### src/rtl/vga_pkg.sv
// Shared constants for the VGA compositing pipeline: default pixel format,
// default background/key colours and layer-slice helpers.
package vga_pkg;

    localparam int          COLOR_W_DEF   = 16;
    localparam logic [15:0] BG_COLOR_DEF  = 16'h0000;
    localparam logic [15:0] KEY_COLOR_DEF = 16'hF81F;
    localparam int          MAX_LAYERS    = 8;
    localparam int          LAYER_IDX_W   = 3;
    localparam int          SYNC_W        = 4;

    // Low bit of layer idx inside a packed bus of width-wide slices.
    function automatic int slice_lo(input int idx, input int width);
        return idx * width;
    endfunction

endpackage

### src/rtl/vga_sync_delay.sv
// Generic DEPTH x WIDTH shift register with synchronous active-high clear;
// DEPTH = 0 degenerates to a wire.
module vga_sync_delay #(
    parameter int DEPTH = 1,
    parameter int WIDTH = 1
) (
    input  logic             i_clk,
    input  logic             i_rst,
    input  logic [WIDTH-1:0] i_data,
    output logic [WIDTH-1:0] o_data
);

    generate
        if (DEPTH == 0) begin : g_pass
            assign o_data = i_data;
        end else begin : g_pipe
            logic [WIDTH-1:0] r_stage [DEPTH];

            // Shift stages forward each cycle, clearing all of them on reset.
            always_ff @(posedge i_clk) begin
                if (i_rst) begin
                    for (int k = 0; k < DEPTH; k++) begin
                        r_stage[k] <= '0;
                    end
                end else begin
                    r_stage[0] <= i_data;
                    for (int k = 1; k < DEPTH; k++) begin
                        r_stage[k] <= r_stage[k-1];
                    end
                end
            end

            assign o_data = r_stage[DEPTH-1];
        end
    endgenerate

endmodule

### src/rtl/vga_compositor.sv
// Priority layer compositor: aligns scan syncs with layer data, picks the
// highest opaque layer, registers colour and syncs. Option: VGA_COMP_CHROMA_KEY_EN.
module vga_compositor
    import vga_pkg::*;
#(
    parameter int                 LAYERS    = 4,
    parameter int                 COLOR_W   = COLOR_W_DEF,
    parameter int                 SRC_LAT   = 1,
    parameter logic [COLOR_W-1:0] BG_COLOR  = COLOR_W'(BG_COLOR_DEF),
    parameter logic [COLOR_W-1:0] KEY_COLOR = COLOR_W'(KEY_COLOR_DEF)
) (
    input  logic                      pix_clk,
    input  logic                      pix_rst,
    input  logic                      in_hsync,
    input  logic                      in_vsync,
    input  logic                      in_de,
    input  logic                      in_frame,
    input  logic [LAYERS*COLOR_W-1:0] layer_color,
    input  logic [LAYERS-1:0]         layer_valid,
    input  logic [LAYERS-1:0]         layer_en,
    output logic                      vga_hsync,
    output logic                      vga_vsync,
    output logic                      vga_de,
    output logic [COLOR_W-1:0]        vga_rgb,
    output logic [15:0]               frame_cnt
);

    generate
        if (LAYERS < 1 || LAYERS > MAX_LAYERS) begin : g_bad_layers
            $error("vga_compositor: LAYERS out of range");
        end
        if (SRC_LAT < 0 || SRC_LAT > 4) begin : g_bad_lat
            $error("vga_compositor: SRC_LAT out of range");
        end
        if ($bits(KEY_COLOR) != COLOR_W) begin : g_bad_key
            $error("vga_compositor: KEY_COLOR width mismatch");
        end
    endgenerate

    logic [SYNC_W-1:0]  w_sync_al;
    logic               w_hs_a;
    logic               w_vs_a;
    logic               w_de_a;
    logic               w_fr_a;
    logic [LAYERS-1:0]  r_mask;
    logic [LAYERS-1:0]  w_mask;
    logic [LAYERS-1:0]  w_key_ok;
    logic [LAYERS-1:0]  w_opaque;
    logic [COLOR_W-1:0] w_pix;

    vga_sync_delay #(
        .DEPTH (SRC_LAT),
        .WIDTH (SYNC_W)
    ) u_sync_delay (
        .i_clk  (pix_clk),
        .i_rst  (pix_rst),
        .i_data ({in_frame, in_de, in_vsync, in_hsync}),
        .o_data (w_sync_al)
    );

    assign {w_fr_a, w_de_a, w_vs_a, w_hs_a} = w_sync_al;

    // A mask loaded on the strobe cycle already governs that cycle's pixel.
    assign w_mask = w_fr_a ? layer_en : r_mask;

    generate
        for (genvar g = 0; g < LAYERS; g++) begin : g_layer
`ifdef VGA_COMP_CHROMA_KEY_EN
            assign w_key_ok[g] = (layer_color[slice_lo(g, COLOR_W) +: COLOR_W] != KEY_COLOR);
`else
            assign w_key_ok[g] = 1'b1;
`endif
            assign w_opaque[g] = layer_valid[g] & w_mask[g] & w_key_ok[g];
        end
    endgenerate

    // Later (higher-index) opaque layers overwrite earlier ones.
    always_comb begin
        w_pix = BG_COLOR;
        for (int i = 0; i < LAYERS; i++) begin
            w_pix = w_opaque[i] ? layer_color[slice_lo(i, COLOR_W) +: COLOR_W] : w_pix;
        end
    end

    // Output stage: syncs, blanked colour, frame counter and shadow mask.
    always_ff @(posedge pix_clk) begin
        if (pix_rst) begin
            vga_hsync <= 1'b0;
            vga_vsync <= 1'b0;
            vga_de    <= 1'b0;
            vga_rgb   <= '0;
            frame_cnt <= 16'd0;
            r_mask    <= '1;
        end else begin
            vga_hsync <= w_hs_a;
            vga_vsync <= w_vs_a;
            vga_de    <= w_de_a;
            vga_rgb   <= w_de_a ? w_pix : '0;
            frame_cnt <= frame_cnt + {15'd0, w_fr_a};
            r_mask    <= w_mask;
        end
    end

endmodule

### config.mk
export PLATFORM = sky130hd
export DESIGN_NAME = vga_compositor
export DESIGN_NICKNAME = d
export VERILOG_FILES = /design/src/rtl/vga_pkg.sv /design/src/rtl/vga_sync_delay.sv /design/src/rtl/vga_compositor.sv
export SDC_FILE = /design/constraint.sdc
export NUM_CORES = 1
export LEC_CHECK = 0
export CORE_ASPECT_RATIO = 1.2
export CORE_MARGIN = 4
export CORE_UTILIZATION = 34
export CTS_CLUSTER_DIAMETER = 80
export CTS_CLUSTER_SIZE = 40
export DETAILED_ROUTE_END_ITERATION = 8
export GPL_TIMING_DRIVEN = 0
export PLACE_DENSITY = 0.8
export SYNTH_ARGS = -nofsm -noshare
export SYNTH_HDL_FRONTEND = slang
export SYNTH_SLANG_ARGS = --single-unit
### constraint.sdc
create_clock -name pix_clk -period 1.55 [get_ports pix_clk]
set_input_delay 0.31 -clock pix_clk [delete_from_list [all_inputs] [get_ports pix_clk]]
set_output_delay 0.31 -clock pix_clk [all_outputs]
set_load 0.03 [all_outputs]
[Yosys cells after proc, flatten, opt, wreduce, memory -nomap -nowiden]
Memories as Yosys holds them, arrays and structs flattened.
Cells that the tools add are included.
Cells by class
  mux-type cells: 10
  bitwise gates (word level): 5
  $add $sub $neg: 1
  reductions and logical operators: 2
Operators by type and width (number)
  2-to-1 mux 16 bit: 4
  adder 16 x 1 -> 16 bit: 1
  2-to-1 mux 4 bit: 2
  AND 1 bit: 4
  2-to-1 mux 1 bit: 4
  OR reduction 4 bit: 1
  OR reduction 2 bit: 1
  inverter 1 bit: 1
Word-level totals
  register bits: 39
  output and inout bits: 35
  memories kept: 1
  word-level logic and storage cells: 25
  bits in writable memories: 4
  bits of input ports: 78
Memories
  u_sync_delay.g_pipe.r_stage: words 1, width 4, rd ports 1, clocked after Yosys merged registers in 0, wr ports 1, line vga_sync_delay.sv:17  | logic [WIDTH-1:0] r_stage [DEPTH];

[Depth between registers and ports, before layout]
Gate-level depths: netlist (run 1).
An unclocked memory read counts as a cell.
  depth after elaboration: 7
  mapped depth: 7
  mapped depth without buffers: 5

[By module]
A second synthesis (run 1) with hierarchy kept.
Second synthesis, totals
  cells, all modules: 216
  area total of the unflattened synthesis: 1953.1 um^2
Modules (own cells, without submodules)
  vga_compositor: cells each 208, area each 1848.0 um^2, times used 1, seq. area each 780.7 um^2
  vga_sync_delay: cells each 8, area each 105.1 um^2, times used 1, seq. area each 80.1 um^2

[Worst setup path before layout (run 1)]
OpenSTA, ideal clock, no wires.
  kind: register to register
  from: register frame_cnt[0]
  to: register frame_cnt[15]
  arrival: 1.729 ns
  clock period less this slack: 1.799 ns
  stages on the path, launching flop included: 6
  library setup time: 0.070 ns
  data required time: 1.480 ns
  path buffers: 0
  slack: -0.249 ns
  cells stage by stage: dfxtp_1 > ha_1 > nand2_1 > or3_4 > or3_1 > a21oi_1
Between the ends
  longest elaborated chain between the ends: 1
Ends and longest elaborated chain
  start: declaration: line vga_compositor.sv:25  | output logic [15:0] frame_cnt
  start signal: assignment: line vga_compositor.sv:99  | frame_cnt <= frame_cnt + {15'd0, w_fr_a};
  adder 16 x 1 -> 16 bit: line vga_compositor.sv:99
Every way passes these cells.
A chain may end at the register's enable or synchronous reset.

[Final worst setup path (run 1)]
  from: memory u_sync_delay.g_pipe.r_stage[0][3] (netlist name)
  to: register vga_rgb[6]
Between the ends
  longest elaborated chain between the ends: 7
  elaborated cells between the ends (all ways): 10
  classes of those cells: mux (5); bitwise (4); memory (1)
Ends and longest elaborated chain
  start: declaration: line vga_sync_delay.sv:17
  memory (1 x 4 bit) (*)
  2-to-1 mux 4 bit (*): line vga_compositor.sv:64  | assign w_mask = w_fr_a ? layer_en : r_mask;
  AND 1 bit: line vga_compositor.sv:73  | assign w_opaque[g] = layer_valid[g] & w_mask[g] & w_key_ok[g];
  2-to-1 mux 16 bit (3 in a row): line vga_compositor.sv:81  | w_pix = w_opaque[i] ? layer_color[slice_lo(i, COLOR_W) +: COLOR_W] : w_pix;
  2-to-1 mux 16 bit (*): line vga_compositor.sv:81
  end signal: assignment: line vga_compositor.sv:98  | vga_rgb <= w_de_a ? w_pix : '0;
  end: declaration: line vga_compositor.sv:24  | output logic [COLOR_W-1:0] vga_rgb,
Every way passes the cells marked *; elsewhere a longest branch is shown, timed or not.

==> results of run 1 <==
==> power breakdown <==
group          internal (mW)  total (mW)  leakage, nW  switching [mW]
clock network          0.324       0.747       0.0451           0.423
logic                  0.290       0.479         1.16           0.189
registers               1.14        1.15        0.355          0.0155
total                   1.75        2.38         1.57           0.628
==> flip-flops by register name (all words and copies together), names as in the netlist <==
register,flops
frame_cnt,16
vga_rgb,16
r_mask,4
u_sync_delay.g_pipe.r_stage,4
vga_de,1
vga_hsync,1
vga_vsync,1
==> synthesized netlist by cell type <==
library cell / count / area, µm²
dfxtp_1: 43 / 861
nand2_1: 22 / 82.6
and3_1: 19 / 119
mux2i_1: 17 / 170
inv_1: 16 / 60.1
o221ai_1: 16 / 140
nor2_1: 11 / 41.3
nor2b_1: 11 / 68.8
xor2_1: 8 / 70.1
nand4_1: 7 / 43.8
buf_2: 4 / 20.0
clkbuf_1: 4 / 15.0
nand3_1: 4 / 20.0
nand2b_1: 3 / 18.8
o21ai_0: 3 / 15.0
or3_1: 3 / 18.8
xnor2_1: 3 / 26.3
a21oi_1: 2 / 10.0
ha_1: 2 / 25.0
mux2_2: 2 / 22.5
nor4_1: 2 / 12.5
or2_2: 2 / 12.5
a21boi_0: 1 / 7.51
and2_1: 1 / 6.26
and4_1: 1 / 8.76
buf_1: 1 / 3.75
buf_4: 1 / 7.51
buf_6: 1 / 11.3
o21ai_4: 1 / 16.3
or3_4: 1 / 11.3
or4_1: 1 / 7.51
==> cell usage in the layout (no fill, tap or decap), types with 3 or more instances in the layout <==
cell type,instances
and3_1,18
buf_4,7
buf_6,3
clkbuf_8,5
clkdlybuf4s50_1,76
dfxtp_1,33
dfxtp_2,8
dlygate4sd2_1,35
inv_1,16
mux2i_1,16
nand2_1,20
nand2b_1,3
nand3_1,4
nand4_1,7
nor2_1,11
nor2b_1,11
o21ai_0,3
o221ai_1,9
o221ai_2,7
or3_1,3
xnor2_1,3
xor2_1,8
==> how the worst min path moves through the flow <==
stage,to
2_1_floorplan,vga_hsync
3_3_place_gp,vga_vsync
3_5_place_dp,vga_vsync
4_1_cts,u_sync_delay.g_pipe.r_stage[0][3]
5_1_grt,u_sync_delay.g_pipe.r_stage[0][3]
6_report,u_sync_delay.g_pipe.r_stage[0][3]
==> through the flow <==
stage | setup WS, ns | cell area, µm²
CTS | 0.0000976 | 3330
detailed placement | -0.486 | 3170
global route | -0.0562 | 3380
floorplan | 0.0152 | 1980
finish | 0.0117 | 3380
global placement | -0.468 | 3170
==> cells by family (layout without fill, tap and decap cells) <==
group                      Yosys count  count (layout)  synth area share [%]
DFF                                 43              43                  44.1
xor gates and xnor gates            11              11                  4.93
AOI/OAI and AO/OA                   23              23                  9.67
muxes                               19              19                  9.87
buffers and inverters               27             151                  6.02
and+or+nand+nor                     88              88                  24.2
adders and majority gates            2               2                  1.28
==> area by class of cell <==
type	count	area (µm²)	area share, %
buffer	10	76.3	2.26
inverter	16	60.1	1.78
clock buffer	5	68.8	2.04
timing repair buffer	117	1130	33.4
tap	62	77.6	2.30
sequential	43	878	26.0
multi-input combinational	143	1070	31.6
clock inverter	3	22.5	0.667
==> metal layers <==
| layer | GRT usage (%) | vias up |
|---|---|---|
| met5 | 0 | - |
| met2 | 29.3 | 84 |
| li1 | - | 986 |
| met1 | 17.5 | 898 |
| met4 | 3.86 | 0 |
| met3 | 6.93 | 6 |
==> timing repair <==
action,4_1_cts,5_1_grt
hold buffers,0,0
resized for setup,54,10
setup endpoints to repair,53,18
setup buffers,6,0
pin swaps,5,6
==> results.sh, run 1 <==
export IMPL_status="completed"
export IMPL_max_cap_violations=0
export IMPL_dp_hpwl_mm=4.54
export IMPL_worstMarginPinSlew_ns=0.436
export IMPL_setup_violations=0
export IMPL_gp_routability_congestion=0.861
export IMPL_period_share_pct=99.2
export IMPL_power_density_nw_per_um2=704
export IMPL_fillers=485
export IMPL_die_area_um2=7030
export IMPL_core_rowCount=29
export IMPL_globalRouteTotalUtil_pct=16.3
export IMPL_vias=1974
export IMPL_clock_latency_ns=0.30
export IMPL_startpoint="u_sync_delay.g_pipe.r_stage[0][3]"
export IMPL_drt_iter0_drc=45
export IMPL_hold_start="pix_rst"
export IMPL_holdWs_ns=0.284
export IMPL_r2r_end="vga_rgb[6]"
export IMPL_clockBufferDepth=2
export IMPL_antenna_found_initial=0
export IMPL_path_clk_slew_ns=0.09
export IMPL_syn_mean_instance_area_um2=9.17
export IMPL_syn_inst=213
export IMPL_drt_drc_violations_left=0
export IMPL_numCtsBuffers=5
export IMPL_grt_first_pass_wirelength_mm=9.34
export IMPL_met2_length_mm=2.95
export IMPL_r2r_start="u_sync_delay.g_pipe.r_stage[0][3]"
export IMPL_start_kind="flop"
export IMPL_ant_nets=0
export IMPL_p_leak_nw=1.57
export IMPL_ys_seq_elements=43
export IMPL_peakVddDrop_mv=0.333
export IMPL_cp_depth=6
export IMPL_met3_length_um=558
export IMPL_cpMaxStageDelayCell="dfxtp_4"
export IMPL_fin_worst_skew_ns=0.00319
export IMPL_critical_path_endpoint_type="flop"
export IMPL_num_nets_final=416
export IMPL_wl_per_cell_um=14.7
export IMPL_dieWidth_um=77.2
export IMPL_antenna_cells=0
export IMPL_grt_max_degree=16
export IMPL_drive_gt1_share_pct=15.1
export IMPL_utilization_pct=62.1
export IMPL_cts_root_buf="clkbuf_8"
export IMPL_io_pins=113
export IMPL_cp_max_fo=10
export IMPL_placed_cells=386
export IMPL_synthesis_area_um2=1950
export IMPL_crit_chain="mux2_4, a21boi_4, nand2b_1, buf_6, buf_8, o221ai_1"
export IMPL_routed_wl_mm=5.86
export IMPL_arrival_ns=1.76
export IMPL_fin_cells=399
export IMPL_whs_path_depth=2
export IMPL_fin_tns_setup_ns=0
export IMPL_area_delta_synth_final_pct=73.0
export IMPL_cp_num_buf_inv=2
export IMPL_m1WireLength_mm=2.30
export IMPL_grt_pass1_vias=2024
export IMPL_relSlewSlack_pct=70.9
export IMPL_vias_per_cell=4.95
export IMPL_first_pass_iters=4
export IMPL_start_util_pct=35.9
export IMPL_critical_path_endpoint="vga_rgb[6]"
export IMPL_p_total_mw=2.38
export IMPL_r2r_slack_ns=0.01
export IMPL_die_y_um=91.0
export IMPL_cts_sinks=43
export IMPL_port_buffers=111
export IMPL_coreArea_um2=5440
export IMPL_synth_warning_count=0
export IMPL_path_class="reg -> reg"
export IMPL_crit_family="flip-flops"
export IMPL_cts_tree="built"
export IMPL_cp_required_ns=1.77
export IMPL_worst_hold_path_type="in -> reg"
export IMPL_rsz0062_at_grt="yes"
export IMPL_grt_overflow=0
export IMPL_top_layer="met4"
export IMPL_hold_viol_final=0
export IMPL_yosysSeqAreaShare_pct=44.1
export IMPL_r2r_cells=6
export IMPL_synth_nets=293
export IMPL_period_needed_ns=1.54
export IMPL_critical_path_max_stage_delay_ns=0.43
export IMPL_h_tree_depth=2
export IMPL_timing_fmax_mhz=650
export IMPL_maxSlewViolCount=0
export IMPL_synthDistinctLibCells=31
No activity file was read; power rests on OpenSTA's default activity.
==> inputs of run 2 (changes only) <==
CORE_UTILIZATION = 38   (was 34)
PLACE_DENSITY = 0.84   (was 0.8)
clock period = 1.5 ns   (was 1.55 ns; I/O delays follow)
==> run 2 against run 1 <==
  * The flow now finishes with violations (negative setup slack)
  * Die area fell by 9.5%
  * Worst hold slack improved by 0.017 ns
  * Flip-flop and latch count did not move
  * Critical path type unchanged
  * Critical endpoint is now vga_rgb[1]
  * Largest cell class unchanged
  * Largest power group unchanged
==> results.sh, run 2 (same netlist as run 1, synthesis figures left out) <==
export IMPL_status="complete, but fails checks"
export IMPL_violations="negative setup slack"
export IMPL_cp_max_fo=7
export IMPL_final_common_cell="clkdlybuf4s50_1"
export IMPL_io_pins=113
export IMPL_cts_root_buf="clkbuf_8"
export IMPL_drt_iter0_drc=63
export IMPL_vias_per_cell=5.12
export IMPL_rsz0062_at_grt="yes"
export IMPL_core_rowCount=28
export IMPL_clockBufferDepth=2
export IMPL_grt_max_degree=14
export IMPL_cp_required_ns=1.67
export IMPL_gp_routability_congestion=0.808
export IMPL_setup_violations=18
export IMPL_relSlewSlack_pct=66.4
export IMPL_grt_pass1_vias=2101
export IMPL_max_cap_violations=0
export IMPL_first_pass_iters=4
export IMPL_startpoint="u_sync_delay.g_pipe.r_stage[0][3]"
export IMPL_r2r_slack_ns=-0.09
export IMPL_fin_worst_skew_ns=0.00461
export IMPL_path_class="reg -> reg"
export IMPL_power_density_nw_per_um2=752
export IMPL_die_y_um=86.5
export IMPL_start_util_pct=39.5
export IMPL_clock_latency_ns=0.29
export IMPL_peakVddDrop_mv=0.498
export IMPL_vias=2060
export IMPL_path_clk_slew_ns=0.08
export IMPL_worstMarginPinSlew_ns=0.504
export IMPL_die_area_um2=6360
export IMPL_critical_path_endpoint_type="flop"
export IMPL_globalRouteTotalUtil_pct=19.6
export IMPL_cts_sinks=43
export IMPL_antenna_found_initial=0
export IMPL_grt_overflow=0
export IMPL_pre_cts_slack_ns=-0.579
export IMPL_period_share_pct=106
export IMPL_dieWidth_um=73.4
export IMPL_p_leak_nw=1.62
export IMPL_whs_path_depth=2
export IMPL_fin_tns_setup_ns=-0.860
export IMPL_arrival_ns=1.76
export IMPL_start_kind="flop"
export IMPL_period_needed_ns=1.59
export IMPL_numCtsBuffers=5
export IMPL_utilization_pct=74.8
export IMPL_final_setup_worst_slack_ns=-0.0879
export IMPL_coreArea_um2=4940
export IMPL_maxSlewViolCount=0
export IMPL_routed_wl_mm=6.43
export IMPL_port_buffers=111
export IMPL_layout_common_cells="76 x clkdlybuf4s50_1, 34 x dlygate4sd2_1, 33 x dfxtp_1, 20 x nand2_1, 16 x inv_1"
export IMPL_placed_area_um2=3170
export IMPL_area_delta_synth_final_pct=89.2
export IMPL_grt_first_pass_wirelength_mm=9.71
export IMPL_ant_nets=0
export IMPL_worst_hold_path_type="in -> reg"
export IMPL_drt_drc_violations_left=0
export IMPL_r2r_end="vga_rgb[1]"
export IMPL_num_nets_final=421
export IMPL_r2r_cells=6
export IMPL_critical_path_endpoint="vga_rgb[1]"
export IMPL_drive_gt1_share_pct=26.0
export IMPL_timing_fmax_mhz=630
export IMPL_wl_per_cell_um=16.0
export IMPL_r2r_start="u_sync_delay.g_pipe.r_stage[0][3]"
export IMPL_antenna_cells=0
export IMPL_hold_viol_final=0
export IMPL_top_regs="frame_cnt: 16 flops, vga_rgb: 16 flops"
export IMPL_h_tree_depth=2
export IMPL_post_route_cell_area_um2=3700
export IMPL_dp_hpwl_mm=4.68
export IMPL_cts_tree="built"
==> run 2: how the worst min path moves through the flow <==
stage | slack (ns) | endpoint | startpoint
after floorplan | 0.41 | vga_hsync | u_sync_delay.g_pipe.r_stage[0][0]
after global placement | 0.42 | vga_vsync | u_sync_delay.g_pipe.r_stage[0][1]
after detailed placement | 0.43 | vga_hsync | u_sync_delay.g_pipe.r_stage[0][0]
after CTS | 0.31 | u_sync_delay.g_pipe.r_stage[0][0] | pix_rst
after global routing | 0.31 | vga_hsync | pix_rst
final | 0.30 | u_sync_delay.g_pipe.r_stage[0][0] | pix_rst
==> run 2: worst max-delay path, cell delays in order (launching register included) <==
cell and delay [ns]:
dfxtp_4 0.41, buf_6 0.11, mux2_4 0.33, buf_6 0.15, and3_4 0.16, mux2i_1 0.17
o221ai_1 0.14
==> run 2: per-layer routing <==
metal  GRT usage, %  vias to the layer above  wire length (µm)
met5              0                        -                 0
met4           4.45                        0                45
met3           5.68                        6               528
met2           38.7                       82              3490
met1           19.3                      970              2370
li1               -                     1002                 -
==> run 2: stage by stage <==
| stage | total power [mW] | hold slack, ns | std cells |
|---|---|---|---|
| after floorplan | 1.41 | 0.414 | 213 |
| after global placement | 1.68 | 0.419 | 384 |
| after detailed placement | 1.69 | 0.432 | 384 |
| after CTS | 2.73 | 0.310 | 399 |
| after global routing | 2.89 | 0.308 | 402 |
| final | 2.78 | 0.301 | 402 |
==> run 2: where the power goes <==
| part | switching, mW | internal, mW |
|---|---|---|
| sequential | 0.0145 | 1.17 |
| clock | 0.398 | 0.599 |
| combinational | 0.236 | 0.365 |
| total | 0.649 | 2.13 |
==> run 2: area by class of cell <==
class | count | area, µm²
multi-input combinational | 143 | 1260
fill | 360 | 1240
timing repair buffer | 123 | 1210
sequential | 43 | 886
clock buffer | 7 | 97.6
buffer | 9 | 77.6
tap | 60 | 75.1
inverter | 16 | 60.1
clock inverter | 1 | 30.0
==> run 2: what timing repair did <==
action                                  CTS  global route
gates resized for setup                  74            36
hold buffers                              0             0
buffers inserted                          7             3
gates cloned                              1             1
endpoints found under the setup margin   53            19
pin swaps                                 4            28
==> inputs of run 3 (changes only) <==
HOLD_SLACK_MARGIN = 0.15   (was unset)
==> results of run 3 <==
No change in the layout: final DEF, timing and power equal those of run 2.
